$ cat src/rtl/instr_stream_writer_pkg.sv
// Shared MIPS opcode map and command kinds.
// Used by the stream writer, its encoder and the control decoder.
package instr_stream_writer_pkg;

  localparam logic [5:0] OP_RTYPE = 6'b000000;
  localparam logic [5:0] OP_ADDI  = 6'b001000;
  localparam logic [5:0] OP_BNE   = 6'b000101;
  localparam logic [5:0] OP_SLTI  = 6'b001010;
  localparam logic [5:0] OP_XORI  = 6'b001110;
  localparam logic [5:0] OP_JAL   = 6'b000011;

  typedef enum logic [2:0] {
    K_RTYPE = 3'd0,
    K_ADDI  = 3'd1,
    K_BNE   = 3'd2,
    K_SLTI  = 3'd3,
    K_XORI  = 3'd4,
    K_JAL   = 3'd5
  } cmd_kind_e;

  typedef enum logic {
    S_IDLE  = 1'b0,
    S_WRITE = 1'b1
  } wr_state_e;

endpackage

$ cat src/rtl/mips_instr_encode.sv
// Combinational MIPS word encoder: kind + fields -> 32-bit word.
// Ports: kind, rs, rt, rd, shamt, funct, imm in; word, illegal out.
module mips_instr_encode
  import instr_stream_writer_pkg::*;
(
  input  logic [2:0]  kind,
  input  logic [4:0]  rs,
  input  logic [4:0]  rt,
  input  logic [4:0]  rd,
  input  logic [4:0]  shamt,
  input  logic [5:0]  funct,
  input  logic [25:0] imm,
  output logic [31:0] word,
  output logic        illegal
);

  // Immediates go out raw; extension is done in the datapath.
  always_comb begin
    word    = '0;
    illegal = 1'b0;
    case (kind)
      K_RTYPE: word = {OP_RTYPE, rs, rt, rd, shamt, funct};
      K_ADDI:  word = {OP_ADDI, rs, rt, imm[15:0]};
      K_BNE:   word = {OP_BNE, rs, rt, imm[15:0]};
      K_SLTI:  word = {OP_SLTI, rs, rt, imm[15:0]};
      K_XORI:  word = {OP_XORI, rs, rt, imm[15:0]};
      K_JAL:   word = {OP_JAL, imm};
      default: illegal = 1'b1;
    endcase
  end

endmodule

$ cat src/rtl/instr_stream_writer.sv
// Encodes symbolic commands and writes them to instruction memory
// at consecutive word addresses. Ports: cmd_* handshake in,
// mem_wr_* handshake out, done/wr_count/err_* status out.
module instr_stream_writer
  import instr_stream_writer_pkg::*;
#(
  parameter int          ADDR_W    = 8,
  parameter int unsigned BASE_ADDR = 0
) (
  input  logic              clk,
  input  logic              reset,
  input  logic              cmd_valid,
  output logic              cmd_ready,
  input  logic [2:0]        cmd_kind,
  input  logic [4:0]        cmd_rs,
  input  logic [4:0]        cmd_rt,
  input  logic [4:0]        cmd_rd,
  input  logic [4:0]        cmd_shamt,
  input  logic [5:0]        cmd_funct,
  input  logic [25:0]       cmd_imm,
  input  logic              cmd_last,
  output logic              mem_wr_valid,
  input  logic              mem_wr_ready,
  output logic [ADDR_W-1:0] mem_addr,
  output logic [31:0]       mem_wdata,
  output logic              done,
  output logic [ADDR_W:0]   wr_count,
  output logic              err_illegal,
  output logic              err_wrap
);

  localparam logic [ADDR_W-1:0] BASE = ADDR_W'(BASE_ADDR);

  wr_state_e         state_q, state_d;
  logic [31:0]       wdata_q, wdata_d;
  logic              last_q, last_d;
  logic [ADDR_W-1:0] addr_q, addr_d;
  logic [ADDR_W:0]   cnt_q, cnt_d;
  logic              done_q, done_d;
  logic              eill_q, eill_d;
  logic              ewrap_q, ewrap_d;

  logic [31:0] enc_word;
  logic        enc_ill;

  mips_instr_encode u_enc (
    .kind    (cmd_kind),
    .rs      (cmd_rs),
    .rt      (cmd_rt),
    .rd      (cmd_rd),
    .shamt   (cmd_shamt),
    .funct   (cmd_funct),
    .imm     (cmd_imm),
    .word    (enc_word),
    .illegal (enc_ill)
  );

  always_comb begin
    state_d = state_q;
    wdata_d = wdata_q;
    last_d  = last_q;
    addr_d  = addr_q;
    cnt_d   = cnt_q;
    done_d  = 1'b0;
    eill_d  = eill_q;
    ewrap_d = ewrap_q;
    case (state_q)
      S_IDLE: begin
        if (cmd_valid) begin
          if (!enc_ill) begin
            wdata_d = enc_word;
            last_d  = cmd_last;
            state_d = S_WRITE;
          end else begin
            eill_d = 1'b1;
            // An illegal last command still closes the program.
            if (cmd_last) begin
              done_d = 1'b1;
              addr_d = BASE;
              cnt_d  = '0;
            end
          end
        end
      end
      S_WRITE: begin
        if (mem_wr_ready) begin
          state_d = S_IDLE;
          if (last_q) begin
            done_d = 1'b1;
            addr_d = BASE;
            cnt_d  = '0;
          end else begin
            addr_d = addr_q + 1'b1;
            cnt_d  = cnt_q + 1'b1;
            if (addr_q == '1) ewrap_d = 1'b1;
          end
        end
      end
      default: state_d = S_IDLE;
    endcase
  end

  always_ff @(posedge clk) begin
    if (reset) begin
      state_q <= S_IDLE;
      wdata_q <= '0;
      last_q  <= 1'b0;
      addr_q  <= BASE;
      cnt_q   <= '0;
      done_q  <= 1'b0;
      eill_q  <= 1'b0;
      ewrap_q <= 1'b0;
    end else begin
      state_q <= state_d;
      wdata_q <= wdata_d;
      last_q  <= last_d;
      addr_q  <= addr_d;
      cnt_q   <= cnt_d;
      done_q  <= done_d;
      eill_q  <= eill_d;
      ewrap_q <= ewrap_d;
    end
  end

  assign cmd_ready    = (state_q == S_IDLE);
  assign mem_wr_valid = (state_q == S_WRITE);
  assign mem_addr     = addr_q;
  assign mem_wdata    = wdata_q;
  assign done         = done_q;
  assign wr_count     = cnt_q;
  assign err_illegal  = eill_q;
  assign err_wrap     = ewrap_q;

endmodule

$ cat config.mk
export PLATFORM = sky130hd
export DESIGN_NAME = instr_stream_writer
export DESIGN_NICKNAME = d
export VERILOG_FILES = /design/src/rtl/instr_stream_writer_pkg.sv /design/src/rtl/mips_instr_encode.sv /design/src/rtl/instr_stream_writer.sv
export SDC_FILE = /design/constraint.sdc
export NUM_CORES = 1
export LEC_CHECK = 0
export ABC_AREA = 1
export CAP_MARGIN = 20
export CORE_MARGIN = 2
export CORE_UTILIZATION = 45
export CTS_CLUSTER_DIAMETER = 150
export CTS_CLUSTER_SIZE = 12
export DETAILED_ROUTE_END_ITERATION = 10
export HOLD_SLACK_MARGIN = 0.06
export PLACE_DENSITY = 0.83
export SETUP_SLACK_MARGIN = 0.1
export SYNTH_ARGS = -nofsm -noshare
export SYNTH_HDL_FRONTEND = slang
export SYNTH_SLANG_ARGS = --single-unit
$ cat constraint.sdc
create_clock -name clk -period 3.7 [get_ports clk]
set_clock_uncertainty 0.05 [all_clocks]
set_input_delay 0.37 -clock clk [delete_from_list [all_inputs] [get_ports clk]]
set_output_delay 0.37 -clock clk [all_outputs]
set_load 0.005 [all_outputs]
; ---- Word-level counts from Yosys, hierarchy flattened
; Cells that the tools add are included.
[totals]
ff_bits = 54
inputBits = 60
out_inout_bits = 54
word_cells = 52
[classes]
n_addsub = 2
eq_ne = 10
mux = 23
n_bitwise = 3
n_reduce_logical = 6
[op_table]
columns = cell, count
row1 = 30-bit one-hot mux with 6 select lines, 1
row2 = 9-bit 2-to-1 mux, 5
row3 = 8-bit 2-to-1 mux, 5
row4 = 9-bit one-hot mux with 2 select lines, 1
row5 = 8-bit one-hot mux with 2 select lines, 1
row6 = "9-bit by 1-bit adder with 9-bit output, second input constant", 1
row7 = "8-bit by 1-bit adder with 8-bit output, second input constant", 1
row8 = "8-bit equality test, second input constant", 1
row9 = 1-bit 2-to-1 mux, 8
row10 = 4-bit AND reduction, 2
row11 = "3-bit by 2-bit equality test with 1-bit output, second input constant", 2
row12 = "3-bit equality test, second input constant", 2
row13 = "2-bit inequality test, second input constant", 3
row14 = 3-bit AND reduction, 2
row15 = 6-bit OR reduction, 1
row16 = 1-bit one-hot mux with 2 select lines, 2
row17 = "3-bit by 1-bit equality test with 1-bit output, second input constant", 1
row18 = 3-bit zero test, 1
row19 = 1-bit NOT, 3
row20 = "2-bit by 1-bit inequality test with 1-bit output, second input constant", 1

; ---- Logic depth before layout (Yosys ltp)
[depth]
ltp_word = 5
mapped_depth = 9

; ---- Modules after synthesis
; From an unflattened synthesis, not the netlist that was laid out.
[hier_totals]
hier_cells = 418
area_unflattened_um2 = 2940.3
[by_module_without_submodules]
columns = mod, n_inst, cells_each, area_per_inst_um2, seq_area_each_um2
row1 = instr_stream_writer, 1, 313, 2496.1, 1081.0
row2 = mips_instr_encode, 1, 105, 444.2, 0.0

; ---- Worst setup path before layout
; No wires, ideal clock.
[synth_path]
kind = input to register
start = input cmd_kind[1]
end = register cnt_q[5], in the netlist wr_count[5]
arrival_ns = 1.163
t_required_ns = 3.532
setup_slack_ns = 2.369
cell_stages = 7
path_cell_list = buf_4 -> nand2_2 -> o21ai_2 -> nand2_2 -> buf_6 -> nor3_1 -> nor2_1
[synth_between]
elab_chain_len = 4
[synth_rtl]
columns = element, line
row1 = start: declaration, instr_stream_writer.sv:14  ; input logic [2:0] cmd_kind,
row2 = "3-bit by 1-bit equality test with 1-bit output, or another cell as far along", mips_instr_encode.sv:21  ; case (kind)
row3 = 6-bit OR reduction (no source line) (*), n/a
row4 = 2-bit inequality test (no source line) (*), n/a
row5 = 4-bit AND reduction (no source line) (*), n/a
row6 = end signal: assignment, instr_stream_writer.sv:118  ; cnt_q <= cnt_d;
row7 = end: declaration, instr_stream_writer.sv:38  ; logic [ADDR_W:0] cnt_q, cnt_d;
; Mark *: on every way between the ends. The rest lies on a longest branch, timed or not.
; A chain may end at the register's enable or synchronous reset.

; ---- Worst setup path in the final report
[layout_path]
start = input cmd_kind[1]
end = register wdata_q[29], in the netlist mem_wdata[29]
[layout_between]
elab_chain_len = 3
[layout_rtl]
columns = element, line
row1 = "3-bit by 1-bit equality test with 1-bit output, or another cell as far along", mips_instr_encode.sv:21
row2 = 6-bit OR reduction (no source line), n/a
row3 = 3-bit AND reduction (no source line), n/a
row4 = end signal: assignment, instr_stream_writer.sv:115  ; wdata_q <= wdata_d;
row5 = end: declaration, instr_stream_writer.sv:35  ; logic [31:0] wdata_q, wdata_d;
; Several ways; a longest one is shown, not always the timed one.

==> results.md <==
- Synthesis Warnings: 0
- Clock Latency Late Sink: 0.31 ns
- Flops & latches, synth: 52
- Logic pwr share: roughly 22%
- Crit Path Category: in2reg
- Initial antenna violation count: 0
- DP HPWL: 5190 µm
- Port bufs: 111
- Final net count: roughly 520
- Min cycle time layout: about 2.1 ns
- # setup viols final: 0
- Switching Share: 27.0%
- CP cell instances: clkdlybuf4s50_1, nand2_2, nand2_2, inv_2, o21ai_0, o21ai_0, nor2_1
- Number of global-route vias before repair: 2656
- Final ANT Viol Nets: 0
- Maxcap violations: 0
- Die W: approximately 78 µm
- Synthesized area: 2490 µm²
- Worst slew pin tran: between 0.7 and 0.8 ns
- Outcome: complete, no violations
- Rel. slew slack: 49.5%
- Clk sink count: 52
- # hold bufs at CTS: 0
- Routed Wire Length: 7060 µm
- Total global-route track usage: 23.9%
- Register area share after synthesis: 41.7%
- Post_cts resized: 0
- Top_reg_cell synth: dfxtp_1
- Setup TNS: 0 ns
- Fmax: approximately 0.48 GHz
- Largest net degree at the start of global routing: 49
- Grt total ovfl: 0
- First-pass GRT wire length: 11600 µm
- Pre-Repair DR Iteration Count: 4
- Remaining DRCs: 0
- Net Sw Power: 0.318 mW
- Top cells by area, synth: dfxtp_1 42%, nand2_1 11%, o21ai_0 8.6%
- Ys async rst share: 0%
- Worst hold margin: between 0.4 and 0.5 ns
- Layout cells sized above 1: 4.14%
- Setup bufs post-CTS: 0
- Initial Util: a little under half
- Critical Path Slowest Stage Cell: clkdlybuf4s50_1
- Area delta synth->final: 46.7%
- Cell Rows: 27
- CTS HTree Levels: 2
- Die Span Y: roughly 78 µm
- Drt first-iter violations: approximately 120
- Final period util: 56.5%
- Int Pwr: approximately 0.86 mW
- Avg WL per Cell: 13.3 µm
- Gpl congestion: 0.782
- I/O Pins: 114
- Synth area leader: dfxtp_1
- Final hold violation count: 0
- Worst-path maximum fanout: 48
- Critical Path End Type: flip-flop
- N_diodes: 0
- Seq pwr share: roughly half
- Yosys cell types: 26
- Gate Count Post-Synth: 362
- Post-synth top area share: 41.7%
- TritonCTS clock tree: built
- Power per standard cell area: 322 nW/µm²
- Clock power share: about a quarter
- Root Buffer: clkbuf_8
- Hold/Removal Path Class: reg2reg
- CTS buffer count: 5
- Required time worst endpoint: 3.85 ns
- Die ar.: 6150 µm²
- VDD IR max: around 170 µV
- P_leak: 1.39 nW
- CP arrival: 2.24 ns
- Clock transition at path regs: 0.09 ns
- RSZ-0062 raised after global routing: false
- Vias: 2776
- Core area: 5440 µm²
- Max Slew Vio Count: 0
- Vias per inst: 5.23
- Clk buf depth: 2
- CP startpoint kind: primary input
- Worst path max stage delay: 0.59 ns
- Average size of a mapped cell: 6.89 µm²
- Number of synthesized flops with an enable pin: 0
layer usage:
metal  GRT usage (%)  part of all wire [%]
met2            41.8                    49
met1            24.9                    39
met4            11.4                   2.4
met5               0                     0
met3            9.77                   9.0
cells in the mapped netlist (all sizes together) (2+ instances only):
master,count
a21oi,24
a31oi,19
buf,17
clkbuf,7
dfxtp,52
ha,2
inv,28
nand2,76
nand3,26
nor2,49
nor3,5
o21ai,51
or2,2
critical path, delay by kind of cell:
kind,cells,cell delay (ns)
buf+inv,2,1.15
simple gates,3,0.42
compound gates,2,0.29
registers in the layout, indices dropped and copies added (netlist names):
signal / flops
mem_wr_valid: 1
mem_wdata: 30
err_illegal: 1
wr_count: 9
last_q: 1
mem_addr: 8
done: 1
err_wrap: 1
power groups by stage:
stage	Clock, mW	Sequential, mW	Combinational (mW)
after global placement	0	0.623	0.249
after detailed placement	0	0.622	0.255
after floorplan	0	0.623	0.113
after global routing	0.340	0.615	0.281
after CTS	0.318	0.610	0.255
final	0.314	0.610	0.255
cells by family (layout without fill, tap and decap cells):
| kind of cell | count (synthesis) | in the layout | share of synthesized area (%) |
|---|---|---|---|
| buf+inv | 52 | 148 | 9.53 |
| compound gates | 95 | 95 | 20.4 |
| other cells | 1 | 2 | 0.150 |
| simple gates | 160 | 160 | 27.1 |
| flops | 52 | 52 | 41.7 |
| fa+ha+maj | 2 | 2 | 1.00 |
cell usage in the layout, fill, tap and decap left out, types with 3 or more instances in the layout:
cell type / instances
dfxtp_1: 52
nor2_1: 46
nand3_1: 26
nor3_1: 5
inv_1: 25
inv_2: 3
o21ai_0: 43
nand2_1: 73
clkdlybuf4s50_1: 111
clkbuf_8: 5
nand2_2: 3
a31oi_1: 19
o21ai_1: 6
a21oi_1: 24
final cells by class:
| type | count | area, µm² |
|---|---|---|
| fillers | 482 | 1780 |
| multi-input cells | 259 | 1220 |
| repair buffers | 113 | 1130 |
| flip-flops and latches | 52 | 1040 |
| inverters | 28 | 105 |
| well taps | 72 | 90.1 |
| clock buffers | 6 | 72.6 |
| clock inverters | 1 | 5.00 |
stage by stage:
| stage | setup slack [ns] | std cells | power (mW) | util, % | instance area (µm²) |
|---|---|---|---|---|---|
| floorplan | 2.37 | 363 | 0.736 | - | 2500 |
| global placement | 1.37 | 524 | 0.871 | 65.8 | 3580 |
| detailed placement | 1.30 | 524 | 0.877 | 65.8 | 3580 |
| CTS | 1.64 | 531 | 1.18 | 67.3 | 3660 |
| global route | 1.40 | 531 | 1.24 | 67.3 | 3660 |
| finish | 1.61 | 531 | 1.18 | 67.3 | 3660 |
worst paths after layout:
check                                                   to                     from  cells after the start  slack, ns
worst max-delay path            mem_wdata[29]$_SDFFE_PP0P_              cmd_kind[1]                      7       1.61
worst max register to register  mem_wdata[29]$_SDFFE_PP0P_  mem_wr_valid$_SDFF_PP0_                      6       1.85
worst min-delay path                 err_wrap$_SDFFE_PP0P_    err_wrap$_SDFFE_PP0P_                      2       0.41
worst min register to register       err_wrap$_SDFFE_PP0P_    err_wrap$_SDFFE_PP0P_                      2       0.41
No activity file was read; power rests on OpenSTA's default activity.
